[config.mk]
export PLATFORM = sky130hd
export DESIGN_NAME = lfsr_random_gen
export DESIGN_NICKNAME = d
export VERILOG_FILES = /design/src/rtl/lfsr_random_gen.sv
export SDC_FILE = /design/constraint.sdc
export NUM_CORES = 1
export LEC_CHECK = 0
export CAP_MARGIN = 30
export CORE_MARGIN = 4
export CORE_UTILIZATION = 55
export DETAILED_ROUTE_END_ITERATION = 12
export MAX_ROUTING_LAYER = met4
export PLACE_DENSITY = 0.79
export SKIP_LAST_GASP = 1
export SLEW_MARGIN = 10
export SYNTH_ARGS = -nofsm -noshare
export SYNTH_HDL_FRONTEND = slang
export SYNTH_SLANG_ARGS = --single-unit
[constraint.sdc]
create_clock -name clk -period 2.8 [get_ports clk]
set_input_delay 0.56 -clock clk [delete_from_list [all_inputs] [get_ports clk]]
set_output_delay 0.56 -clock clk [all_outputs]
set_load 0.02 [all_outputs]
[src/rtl/lfsr_random_gen.sv]
// Parametrised Galois/Fibonacci LFSR stepping once per prescaler tick, with seed load and lock-up recovery.
// Latency: rnd_out and all pulses are registered, so they update on the clock edge that takes the tick or load.
// No backpressure: en gates advancement, and load always acts whatever the state of en.
module lfsr_random_gen #(
    parameter int                 WIDTH        = 5,
    parameter logic [WIDTH-1:0]   TAPS         = 5'b00100,
    parameter bit                 GALOIS       = 1'b1,
    parameter int                 DIV          = 131072,
    parameter logic [WIDTH-1:0]   SEED_DEFAULT = 5'b11111
) (
    input  logic             clk,
    input  logic             rst_n,
    input  logic             en,
    input  logic             load,
    input  logic [WIDTH-1:0] seed_in,
    output logic [WIDTH-1:0] rnd_out,
    output logic             rnd_valid,
    output logic [WIDTH-1:0] step_cnt,
    output logic             period_done,
    output logic             lockup
);

    // A one-bit counter is kept even when DIV=1 so the compare below is always well formed.
    localparam int             PW        = (DIV > 1) ? $clog2(DIV) : 1;
    localparam logic [PW-1:0]  PRESC_MAX = PW'(DIV - 1);

    logic [PW-1:0]    r_presc;
    logic [WIDTH-1:0] r_state;
    logic [WIDTH-1:0] r_seed;
    logic [WIDTH-1:0] r_step_cnt;
    logic             r_valid;
    logic             r_period;
    logic             r_lockup;

    logic             w_tick;
    logic             w_zero_state;
    logic [WIDTH-1:0] w_step;
    logic [WIDTH-1:0] w_next;
    logic [WIDTH-1:0] w_seed_eff;

    assign w_tick       = en && (r_presc == PRESC_MAX);
    assign w_zero_state = (r_state == '0);
    // An all-zero state would stick forever, so it is replaced by the default seed instead of stepping.
    assign w_next       = w_zero_state ? SEED_DEFAULT : w_step;
    // A zero seed is rejected up front for the same reason.
    assign w_seed_eff   = (seed_in == '0) ? SEED_DEFAULT : seed_in;

    // One LFSR step from the current state in the selected form.
    always_comb begin
        w_step = '0;
        if (GALOIS) begin
            w_step[0] = r_state[WIDTH-1];
            for (int i = 1; i < WIDTH; i++) begin
                w_step[i] = r_state[i-1] ^ (TAPS[i] & r_state[WIDTH-1]);
            end
        end else begin
            w_step = {r_state[WIDTH-2:0], ^(r_state & TAPS)};
        end
    end

    // Clock-enable prescaler: counts only while enabled and restarts on every load.
    always_ff @(posedge clk or negedge rst_n) begin
        if (!rst_n) begin
            r_presc <= '0;
        end else if (load) begin
            r_presc <= '0;
        end else if (en) begin
            r_presc <= w_tick ? '0 : r_presc + 1'b1;
        end
    end

    // LFSR state, active seed and step counter; load takes priority over a coincident tick.
    always_ff @(posedge clk or negedge rst_n) begin
        if (!rst_n) begin
            r_state    <= SEED_DEFAULT;
            r_seed     <= SEED_DEFAULT;
            r_step_cnt <= '0;
        end else if (load) begin
            r_state    <= w_seed_eff;
            r_seed     <= w_seed_eff;
            r_step_cnt <= '0;
        end else if (w_tick) begin
            r_state    <= w_next;
            r_step_cnt <= r_step_cnt + 1'b1;
        end
    end

    // Single-cycle status pulses, recomputed every cycle so en can never stretch them.
    always_ff @(posedge clk or negedge rst_n) begin
        if (!rst_n) begin
            r_valid  <= 1'b0;
            r_period <= 1'b0;
            r_lockup <= 1'b0;
        end else begin
            r_valid  <= !load && w_tick;
            r_period <= !load && w_tick && (w_next == r_seed);
            r_lockup <= load ? (seed_in == '0) : (w_tick && w_zero_state);
        end
    end

    assign rnd_out     = r_state;
    assign rnd_valid   = r_valid;
    assign step_cnt    = r_step_cnt;
    assign period_done = r_period;
    assign lockup      = r_lockup;

endmodule

==> run_summary.xml <==
<?xml version="1.0" encoding="UTF-8"?>
<metrics>
  <group name="yosys">
    <metric name="synth_enable_flop_cells" unit="">0</metric>
    <metric name="synth-seq-cells" unit="">35</metric>
    <metric name="synth.yosys.warnings" unit="">0</metric>
    <metric name="mappedNetlistNets" unit="">210</metric>
    <metric name="avgSynthCellArea" unit="µm²">9.41</metric>
    <metric name="asyncSetResetFlopFracSynth" unit="">1.00</metric>
    <metric name="yosysSeqAreaShare" unit="">0.477</metric>
    <metric name="synth_cell_type_count" unit="">40</metric>
    <metric name="ys_dominant_reg_cell" unit="">sky130_fd_sc_hd__dfrtp_1</metric>
    <metric name="synth.cell_area" unit="mm²">0.00186</metric>
    <metric name="syn-instance-count" unit="">198</metric>
  </group>
  <group name="timing">
    <metric name="finalCriticalPeriod" unit="ns">2.49</metric>
    <metric name="achievable-frequency" unit="MHz">401</metric>
    <metric name="finalWorstSetupSlack" unit="ns">0.307</metric>
    <metric name="slew_violations" unit="">0</metric>
    <metric name="tns" unit="ns">0</metric>
    <metric name="fin_worst_skew" unit="ns">0.00834</metric>
    <metric name="period_share" unit="">0.890</metric>
    <metric name="relSlewSlack" unit="">0.599</metric>
    <metric name="setup-violations-final" unit="">0</metric>
    <metric name="grt_setup_unrepaired" unit="">no</metric>
    <metric name="slew_worst_pin" unit="ns">0.598</metric>
    <metric name="hold_viol" unit="">0</metric>
  </group>
  <group name="layout">
    <metric name="fraction_of_layout_instances_using_a_drive_strength_above_1" unit="">0.144</metric>
    <metric name="n_antenna_cell" unit="">0</metric>
    <metric name="num-fill-cells" unit="">262</metric>
    <metric name="area.growth.synth_to_final" unit="%">17.6</metric>
    <metric name="design.final.nets" unit="">233</metric>
    <metric name="finalCoreUtilization" unit="">0.695</metric>
  </group>
  <group name="cts">
    <metric name="number_of_cts_inserted_buffers" unit="">5</metric>
    <metric name="cts.reportedPaths.clkPinSlew" unit="ns">0.11</metric>
    <metric name="cts_tree" unit="">built</metric>
    <metric name="clk-insertion-delay-late" unit="ns">0.35</metric>
    <metric name="post_cts_buffers" unit="">0</metric>
    <metric name="clockBufferDepth" unit="">2</metric>
    <metric name="clk_root_buffer_cell" unit="">sky130_fd_sc_hd__clkbuf_4</metric>
    <metric name="clock_sink_count" unit="">35</metric>
    <metric name="post_cts_resize_count" unit="">0</metric>
    <metric name="postCtsHoldBufs" unit="">0</metric>
    <metric name="ctsHtreeMaxLevel" unit="">2</metric>
  </group>
  <group name="power">
    <metric name="power_leakage" unit="µW">0.000839</metric>
    <metric name="switching_share" unit="">0.267</metric>
    <metric name="power_frac_comb" unit="">0.115</metric>
    <metric name="power.switching" unit="µW">266</metric>
    <metric name="pwr_density_cell" unit="mW/mm²">456</metric>
    <metric name="power.internal" unit="µW">733</metric>
    <metric name="seq_power_share" unit="">0.565</metric>
    <metric name="peakVddDrop" unit="V">0.000355</metric>
    <metric name="p_clk_frac" unit="">0.320</metric>
  </group>
  <group name="critical_path">
    <metric name="regToRegStartpoint" unit="">r_presc[9]</metric>
    <metric name="worst_setup_path_startpoint" unit="">r_presc[9]</metric>
    <metric name="arrival" unit="ns">2.77</metric>
    <metric name="critical_path.endpoint" unit="">rnd_out[0]</metric>
    <metric name="kind_of_end_point_of_the_critical_path" unit="">flop</metric>
    <metric name="worst_case_register_to_register_setup_slack" unit="ns">0.31</metric>
    <metric name="worst-endpoint-required" unit="ns">3.08</metric>
    <metric name="reg2regPathDepth" unit="">7</metric>
    <metric name="setup.worst_path.start_class" unit="">flop</metric>
    <metric name="worstPathMaxFanout" unit="">13</metric>
    <metric name="critical_path_class" unit="">flop to flop</metric>
    <metric name="terminus_of_the_critical_flop_to_flop_path" unit="">rnd_out[0]</metric>
  </group>
  <group name="place">
    <metric name="pre_cts_slack" unit="ns">0.373</metric>
    <metric name="gp_routability_congestion" unit="">0.814</metric>
    <metric name="hpwl_after_dpl" unit="µm">2890</metric>
    <metric name="io_buffer_count" unit="">21</metric>
  </group>
  <group name="floorplan">
    <metric name="design.core.area" unit="mm²">0.00315</metric>
    <metric name="die-area" unit="mm²">0.00438</metric>
    <metric name="design.portCount" unit="">22</metric>
    <metric name="die_w" unit="µm">66.2</metric>
    <metric name="chipHeight" unit="µm">66.2</metric>
    <metric name="floorplan.initialDensity" unit="">0.591</metric>
    <metric name="fp-row-count" unit="">20</metric>
  </group>
  <group name="global_route">
    <metric name="gr-usage-all-layers" unit="">0.220</metric>
    <metric name="global_route_wire_length_before_repair" unit="µm">7220</metric>
    <metric name="grt-ovfl-total" unit="">0</metric>
    <metric name="grt_start_max_net_pins" unit="">36</metric>
    <metric name="first_global_vias" unit="">1622</metric>
    <metric name="antenna_violations_before_repair" unit="">0</metric>
  </group>
  <group name="detailed_routing">
    <metric name="wl_per_cell" unit="µm">15.2</metric>
    <metric name="detailedRoute.firstPassIterationCount" unit="">4</metric>
    <metric name="route.detailed.vias_per_inst" unit="">5.75</metric>
    <metric name="drt_drc_violations_left" unit="">0</metric>
    <metric name="route.final.wire_length" unit="µm">4050</metric>
    <metric name="detailedRoute.firstIterationViolations" unit="">109</metric>
    <metric name="routed-via-count" unit="">1529</metric>
    <metric name="drt.antenna.violating_nets" unit="">0</metric>
  </group>
  <group name="hold_path">
    <metric name="tightest_hold_check_type" unit="">flop to flop</metric>
  </group>
  <group name="run">
    <metric name="timing.max_cap.violations" unit="">0</metric>
  </group>
  <group name="status">
    <metric name="run_status" unit="">completed</metric>
  </group>
</metrics>
## synth_stat cells (all sizes together) (6+ instances only)
cell type	number	share of area
a21oi	13	0.035
xnor2	10	0.047
nor4	7	0.037
nand4	7	0.024
nor3	10	0.027
nor2	26	0.056
nand3	6	0.016
o21ai	10	0.027
buf	8	0.019
dfstp	10	0.14
nand2	17	0.034
dfrtp	25	0.34
inv	6	0.012
## how the worst min path moves through the flow
stage,from,endpoint,cells after the start
after floorplan,rst_n,lockup,0
after global placement,r_seed[4],r_seed[4],2
after detailed placement,r_seed[3],r_seed[3],2
after CTS,r_seed[3],r_seed[3],2
after global routing,r_seed[4],r_seed[4],2
final,r_seed[3],r_seed[3],2
## cells by family (layout without fill, tap and decap cells)
group                    after synthesis  in the layout  synth area share
flip-flops                            35             35             0.477
AO/OA/AOI/OAI                         35             35             0.121
XOR/XNOR                              14             14            0.0658
AND/OR/NAND/NOR                       93             93             0.270
buffers and inverters                 16             40            0.0356
adder cells (fa/ha/maj)                3              3            0.0201
multiplexers                           2              2            0.0107
## power by group through the flow
stage	clock (µW)	combinational [µW]	sequential (µW)
after floorplan	0	59.8	571
after global placement	0	112	570
after detailed placement	0	115	572
after CTS	329	116	563
after global routing	354	128	568
final	320	115	564
## final cells by class
class                           instances  area [µm²]  area share
Tap cell                               44        55.1      0.0251
Clock inverter                          1        7.51     0.00343
Clock buffer                            7        65.1      0.0297
Timing Repair Buffer                   25         240       0.110
Multi-Input combinational cell        147         908       0.415
Sequential cell                        35         888       0.405
Inverter                                7        26.3      0.0120
## placed cells by master (no fill, tap or decap), types with 2 or more instances in the layout
cell type / instances
sky130_fd_sc_hd__a21oi_1: 13
sky130_fd_sc_hd__nor3_1: 10
sky130_fd_sc_hd__ha_1: 3
sky130_fd_sc_hd__mux2i_1: 2
sky130_fd_sc_hd__dfstp_2: 10
sky130_fd_sc_hd__buf_4: 4
sky130_fd_sc_hd__o311ai_1: 2
sky130_fd_sc_hd__nand3_1: 6
sky130_fd_sc_hd__clkbuf_4: 5
sky130_fd_sc_hd__xnor2_1: 10
sky130_fd_sc_hd__nor4_2: 4
sky130_fd_sc_hd__o21ai_0: 7
sky130_fd_sc_hd__xor2_1: 4
sky130_fd_sc_hd__or3_1: 4
sky130_fd_sc_hd__dfrtp_1: 25
sky130_fd_sc_hd__nand3b_1: 5
sky130_fd_sc_hd__nand2_1: 17
sky130_fd_sc_hd__nor2_1: 25
sky130_fd_sc_hd__clkbuf_8: 2
sky130_fd_sc_hd__o31ai_1: 2
sky130_fd_sc_hd__inv_1: 6
sky130_fd_sc_hd__nand4_1: 7
sky130_fd_sc_hd__nor2b_1: 3
sky130_fd_sc_hd__clkdlybuf4s50_1: 21
sky130_fd_sc_hd__o21ai_1: 3
sky130_fd_sc_hd__nor4_1: 3
sky130_fd_sc_hd__nand2b_1: 4
## metrics by stage
stage / hold slack, ns / total power [µW] / area, µm² / cells
after global routing: 0.543 / 1050 / 2190 / 266
final: 0.513 / 999 / 2190 / 266
after global placement: 0.483 / 682 / 2120 / 258
after detailed placement: 0.494 / 687 / 2120 / 258
after CTS: 0.510 / 1010 / 2190 / 266
after floorplan: 0.264 / 631 / 1860 / 198
## sequential cells by signal, summed over array words and instances (netlist names)
register,cells
step_cnt,5
lockup,1
r_seed,5
rnd_out,5
period_done,1
rnd_valid,1
r_presc,17
## routing by layer
metal,global-route usage,part of all wire,wire [µm]
met5,-,0,0
met4,0.0888,0.015,62
met3,0.0595,0.041,165
met2,0.344,0.49,1990
met1,0.269,0.45,1830
## worst max-delay path, cell delays in order, from the launching register on
cell and delay [ns]:
sky130_fd_sc_hd__dfrtp_1 0.42, sky130_fd_sc_hd__nand4_1 0.30, sky130_fd_sc_hd__nor4_1 0.41, sky130_fd_sc_hd__ha_1 0.39
sky130_fd_sc_hd__nand2_1 0.26, sky130_fd_sc_hd__nand2b_1 0.42, sky130_fd_sc_hd__nor2_1 0.07, sky130_fd_sc_hd__a31oi_1 0.16
Power figures use the tool's default switching activity.
